File: src/rtl/pwm.sv
// Fixed-frequency PWM generator with H-bridge direction outputs.
// Duty and direction are captured into shadow registers at each period
// start so mid-period input changes never produce partial or glitched periods.
module pwm #(
    parameter int unsigned CLK_FREQ  = 50_000_000,
    parameter int unsigned PWM_FREQ  = 20_000,
    parameter int unsigned COUNTER_W = 12
) (
    input  logic                 clk,
    input  logic                 reset,
    input  logic                 enable,
    input  logic [COUNTER_W-1:0] duty_cycle,
    input  logic                 direction,
    output logic                 ina,
    output logic                 inb,
    output logic                 pwm_out
);

    localparam int unsigned PERIOD = CLK_FREQ / PWM_FREQ;
    localparam int unsigned CNT_W  = $clog2(PERIOD);
    localparam int unsigned PROD_W = COUNTER_W + CNT_W;

    localparam logic [CNT_W-1:0]  CNT_LAST = CNT_W'(PERIOD - 1);
    localparam logic [PROD_W-1:0] PERIOD_P = PROD_W'(PERIOD);

    logic [CNT_W-1:0]  cnt_q, cnt_d;
    logic [CNT_W-1:0]  thr_q, thr_d;
    logic              dir_q, dir_d;
    logic              pwm_q, pwm_d;
    logic              ina_q, ina_d;
    logic              inb_q, inb_d;

    logic [PROD_W-1:0] prod;
    logic [CNT_W-1:0]  thr;
    logic [CNT_W-1:0]  thr_used;
    logic              dir_used;
    logic              start;

    // Threshold from duty word, next-state for counter, shadows and outputs
    always_comb begin
        prod     = PROD_W'(duty_cycle) * PERIOD_P;
        thr      = CNT_W'(prod >> COUNTER_W);
        start    = (cnt_q == '0);
        // At a period start the freshly sampled inputs take effect on the same edge
        thr_used = start ? thr : thr_q;
        dir_used = start ? direction : dir_q;

        cnt_d = '0;
        thr_d = thr_q;
        dir_d = dir_q;
        pwm_d = 1'b0;
        ina_d = 1'b0;
        inb_d = 1'b0;

        if (enable) begin
            cnt_d = (cnt_q == CNT_LAST) ? '0 : cnt_q + CNT_W'(1);
            if (start) begin
                thr_d = thr;
                dir_d = direction;
            end
            pwm_d = (cnt_q < thr_used);
            ina_d = ~dir_used;
            inb_d = dir_used;
        end
    end

    // State and registered outputs, asynchronously cleared to coast
    always_ff @(posedge clk or posedge reset) begin
        if (reset) begin
            cnt_q <= '0;
            thr_q <= '0;
            dir_q <= 1'b0;
            pwm_q <= 1'b0;
            ina_q <= 1'b0;
            inb_q <= 1'b0;
        end else begin
            cnt_q <= cnt_d;
            thr_q <= thr_d;
            dir_q <= dir_d;
            pwm_q <= pwm_d;
            ina_q <= ina_d;
            inb_q <= inb_d;
        end
    end

    assign pwm_out = pwm_q;
    assign ina     = ina_q;
    assign inb     = inb_q;

endmodule

File: config.mk
export PLATFORM = sky130hd
export DESIGN_NAME = pwm
export DESIGN_NICKNAME = d
export VERILOG_FILES = /design/src/rtl/pwm.sv
export SDC_FILE = /design/constraint.sdc
export NUM_CORES = 1
export LEC_CHECK = 0
export CORE_UTILIZATION = 62
export CTS_CLUSTER_SIZE = 12
export DETAILED_ROUTE_END_ITERATION = 12
export PLACE_DENSITY = 0.93
export SLEW_MARGIN = 20
export SYNTH_ARGS = -nofsm -noshare
export SYNTH_HDL_FRONTEND = slang
export SYNTH_SLANG_ARGS = --single-unit
File: constraint.sdc
create_clock -name clk -period 3.1 [get_ports clk]
set_input_delay 0.62 -clock clk [delete_from_list [all_inputs] [get_ports clk]]
set_output_delay 0.62 -clock clk [all_outputs]
set_load 0.1 [all_outputs]
==> impl_metrics.tcl, run 1 <==
set metrics [dict create \
    yosysWarnings 0 \
    grt_start_max_net_pins 29 \
    initial_core_util_pct 64.0 \
    syn_avg_cell_area_um2 9.48 \
    synth_cell_types 48 \
    holdBufCountCts 0 \
    synth_ff_type "dfrtp_1" \
    cts_buffer_depth 2 \
    haltStage "5_1_grt" \
    cts_sinks 28 \
    status "aborted with a tool error" \
    gp_congestion 0.899 \
    track_usage_pct 67.9 \
    netlist_instances 372 \
    globalRouteOverflowTotal 21 \
    cts_made_buffers 3 \
    dp_hpwl_um 7540 \
    die_x_um 77.4 \
    yosysSeqAreaShare_pct 19.9 \
    async_reset_ff_share_pct 100 \
    io_pins 19 \
    dpl-instance-area_um2 4180 \
    synth_edf_count 0 \
    die_height_um 77.4 \
    error_line "[ERROR GRT-0232] Routing congestion too high. Check the congestion heatmap in the GUI." \
    crit_endpoint "pwm_out$_DFF_PP0_/D" \
    netlist_area_um2 3530 \
    synth_nets 479 \
    h-tree-depth 1 \
    port_buffers 18 \
    clockRootBuffer "clkbuf_8" \
    synth-seq-cells 28 \
    worstEpCategory "register input" \
    rows 27 \
]
## logic make-up after synthesis
family / Yosys count / synth area share (%)
muxes: 21 / 6.74
adders and majority gates: 91 / 37.0
xor gates and xnor gates: 20 / 4.97
AOI/OAI and AO/OA: 56 / 10.3
and+or+nand+nor: 75 / 11.6
DFF: 28 / 19.9
buffers and inverters: 81 / 9.55
## routing by layer
layer,GRT overflow,global-route usage (%)
met5,0,15.5
met4,13,65.1
met3,1,49.8
met2,7,85.7
met1,0,69.8
## cell usage after synthesis (all sizes together), types with 2 or more instances
master	number	area [um^2]
inv	76	285
ha	69	863
dfrtp	28	701
fa	22	440
nand2	20	91.3
nor2	20	75.1
a21oi	18	90.1
mux2i	11	110
o21ai	11	55.1
mux2	10	128
xnor2	10	87.6
xor2	10	87.6
and3	8	50.1
nand3	8	40.0
nand4	6	37.5
a21o	5	37.5
buf	4	47.5
nor3	3	15.0
o21bai	3	22.5
o31ai	3	22.5
a211oi	2	20.0
a31oi	2	12.5
nor2b	2	12.5
o2111ai	2	17.5
o21a	2	15.0
o2bb2ai	2	17.5
## per-stage QoR
step	std cells	TNS, ns	worst slack, ns	hold slack [ns]
after floorplan	372	-16.70	-2.18	0.448
after detailed placement	512	-28.75	-3.30	0.481
after CTS	526	-17.45	-2.33	0.512
after global placement	512	-24.71	-2.83	0.463
## repair_timing
| item | in CTS |
|---|---|
| resized for setup | 76 |
| buffers inserted | 10 |
| pin swaps | 37 |
| setup endpoints to repair | 13 |
==> run 2: changes to the inputs <==
--- a/config.mk
+++ b/config.mk
@@ -5,10 +5,9 @@
 export SDC_FILE = /design/constraint.sdc
 export NUM_CORES = 1
 export LEC_CHECK = 0
-export CORE_UTILIZATION = 62
-export CTS_CLUSTER_SIZE = 12
+export CORE_UTILIZATION = 40
 export DETAILED_ROUTE_END_ITERATION = 12
-export PLACE_DENSITY = 0.93
+export PLACE_DENSITY_LB_ADDON = 0.15
 export SLEW_MARGIN = 20
 export SYNTH_ARGS = -nofsm -noshare
 export SYNTH_HDL_FRONTEND = slang
==> run 2 against run 1 <==
- the flow now finishes, with violations (setup timing)
- area after synthesis unchanged
- synthesized cell count unchanged
==> impl_metrics.tcl, run 2 <==
set metrics [dict create \
    synth-seq-cells 28 \
    cap_violations 0 \
    fin_crit_sh_pct 170 \
    grt_pass1_vias 2812 \
    cts_made_buffers 3 \
    synth.area.top_cells "ha_1, dfrtp_1, fa_1" \
    nFillCells 711 \
    die_x_um 95.9 \
    hold_viol_final 0 \
    ant_nets 0 \
    track_usage_pct 18.3 \
    netlist_instances 372 \
    synth_top_area_cell "ha_1" \
    setup_viol 13 \
    layout_common_cells "buf_4, inv_1, ha_1, dfrtp_1, fa_1" \
    drc 0 \
    netlist_top_cells_count "inv_1, ha_1, dfrtp_1" \
    wl_per_cell_um 14.1 \
    num_vias 2880 \
    diodes 0 \
    vias_per_cell 5.04 \
    area_growth_pct 39.5 \
    rows 33 \
    p_int_w 0.00238 \
    reg_top3 "cnt_q x12, thr_q x12" \
    met1_usage_pct 26.3 \
    initial_core_util_pct 42.1 \
    fmax_mhz 189 \
    critPathArrivalTime_ns 5.51 \
    yosysMostFrequentCell "inv_1" \
    grt_pass1_wl_um 13000 \
    globalRouteOverflowTotal 0 \
    power_frac_comb_pct 82.3 \
    gp_congestion 0.779 \
    p_switching_w 0.00183 \
    dp_hpwl_um 6150 \
    end_kind "flop" \
    vdd_drop_max_v 0.000394 \
    crit_path_max_incr_delay_ns 0.56 \
    layout-drive-gt1-share_pct 37.1 \
    clkTransAtPathRegs_ns 0.10 \
    synth_cell_types 48 \
    io_pins 19 \
    antenna_found_initial 0 \
    timing.final.ws_setup_ns -2.19 \
    syn_avg_cell_area_um2 9.48 \
    tightest_slew_ns 0.372 \
    seqPwrFrac_pct 12.1 \
    period_needed_ns 5.29 \
    crit_fanout 4 \
    port_buffers 18 \
    use_met3_pct 2.45 \
    hold_class "reg -> reg" \
    yosysSeqAreaShare_pct 19.9 \
    cp_num_buf_inv 9 \
    fin_nets 574 \
    ff2ff_setup_slack_ns 0.18 \
    synth_top_area_share_pct 24.5 \
    holdBufCountCts 0 \
    cellPowerDensity_nw_per_um2 855 \
    h-tree-depth 1 \
    clockRootBuffer "clkbuf_8" \
    cts_tree "done" \
    drtIter0Drc 77 \
    routed_wirelength_um 8030 \
    grt-busiest-layer "met2" \
    core_area_um2 8380 \
    yosysWarnings 0 \
    multi_input_area_um2 2980 \
    layout_commonest_cell "buf_4" \
    netlist_area_um2 3530 \
    clkLatencyLatePin_ns 0.28 \
    worstPathRequired_ns 3.33 \
    async_reset_ff_share_pct 100 \
    path_delay_family "adder cells" \
    crit_type "in -> reg" \
    register_area_um2 701 \
    cp_slowest_cell "fa_1" \
    maxSlewViolCount 0 \
    fin_setup_tns_ns -15.58 \
    skew_ns 0.00387 \
    grt_setup_unrepaired "yes" \
    leakage_nw 2.50 \
    violations "setup timing" \
    status "finished with violations" \
    cts_buffer_depth 2 \
    synth_edf_count 0 \
    drtPass1Iterations 4 \
    cts_sinks 28 \
    pwr-share-clk_pct 5.6 \
    power_switching_share_pct 43.5 \
    start_kind "input port" \
    synth_nets 479 \
    synth_ff_type "dfrtp_1" \
    use_met2_pct 30.1 \
    fin_util_pct 58.7 \
    die_height_um 95.9 \
    relSlewSlack_pct 75.1 \
    path_common_cell "inv_2" \
    grt_start_max_net_pins 29 \
    dieArea_um2 9190 \
]
==> run 2: cell counts after synthesis <==
No cell type changed its count.
==> run 2: path summary, 6_finish.rpt <==
kind,cells after the start,startpoint,to
max in group asynchronous,3,reset,thr_q[7]
worst min-delay path,1,dir_q,dir_q
worst min register to register,1,dir_q,dir_q
worst max register to register,12,cnt_q[1],pwm_out
worst max-delay path,27,duty_cycle[4],pwm_out
min in group asynchronous,3,reset,thr_q[0]
==> run 2: power groups by stage <==
stage,registers [W],clock network [W],logic [W]
finish,0.000510,0.000234,0.00346
detailed placement,0.000515,0,0.00254
global placement,0.000514,0,0.00251
CTS,0.000509,0.000241,0.00305
global route,0.000522,0.000255,0.00378
floorplan,0.000570,0,0.00161
==> run 2: metrics by stage <==
| stage | instance area [um^2] | power, W | hold WS [ns] | setup slack, ns | instances |
|---|---|---|---|---|---|
| 6_report | 4920 | 0.00421 | 0.501 | -2.19 | 571 |
| 4_1_cts | 4700 | 0.00379 | 0.489 | -2.15 | 564 |
| 2_1_floorplan | 3570 | 0.00218 | 0.448 | -2.18 | 372 |
| 3_5_place_dp | 4290 | 0.00306 | 0.466 | -3.02 | 553 |
| 3_3_place_gp | 4290 | 0.00303 | 0.460 | -2.89 | 553 |
| 5_1_grt | 4920 | 0.00455 | 0.531 | -2.38 | 571 |
==> run 2: worst reg2reg max path, stage by stage (launching register included) <==
cell	delay [ns]
dfrtp_1	0.44
inv_1	0.07
ha_1	0.16
nor4b_2	0.25
and4b_4	0.39
mux2i_1	0.25
ha_1	0.27
a21o_1	0.16
a21o_1	0.16
a21oi_2	0.15
o2111ai_2	0.16
a311oi_2	0.27
or2_1	0.13
==> run 2: layout make-up <==
type                            instances  area share (%)
Inverter                               76            6.00
Multi-Input combinational cell        263            60.5
Tap cell                              105            2.67
Clock buffer                            4            1.12
Sequential cell                        28            14.2
Timing Repair Buffer                   95            15.5
==> run 2: cells by family after synthesis <==
| family | after synthesis | share of synthesized area [%] |
|---|---|---|
| fa+ha+maj | 91 | 37.0 |
| buf+inv | 81 | 9.55 |
| simple gates | 75 | 11.6 |
| compound gates | 56 | 10.3 |
| flops | 28 | 19.9 |
| mux | 21 | 6.74 |
| xor+xnor | 20 | 4.97 |
==> run 2: per-layer routing <==
metal / up-vias / wire length [um]
li1: 1439 / -
met1: 1402 / 3990
met2: 34 / 3830
met3: 5 / 170
met4: 0 / 34
met5: - / 0
==> run 2: what timing repair did <==
item | in CTS | in global routing
setup endpoints to repair | 13 | 13
gates resized for setup | 80 | 31
pin swaps | 28 | 33
setup buffers | 7 | 9
Note: power is estimated with default switching activity, not from simulation.
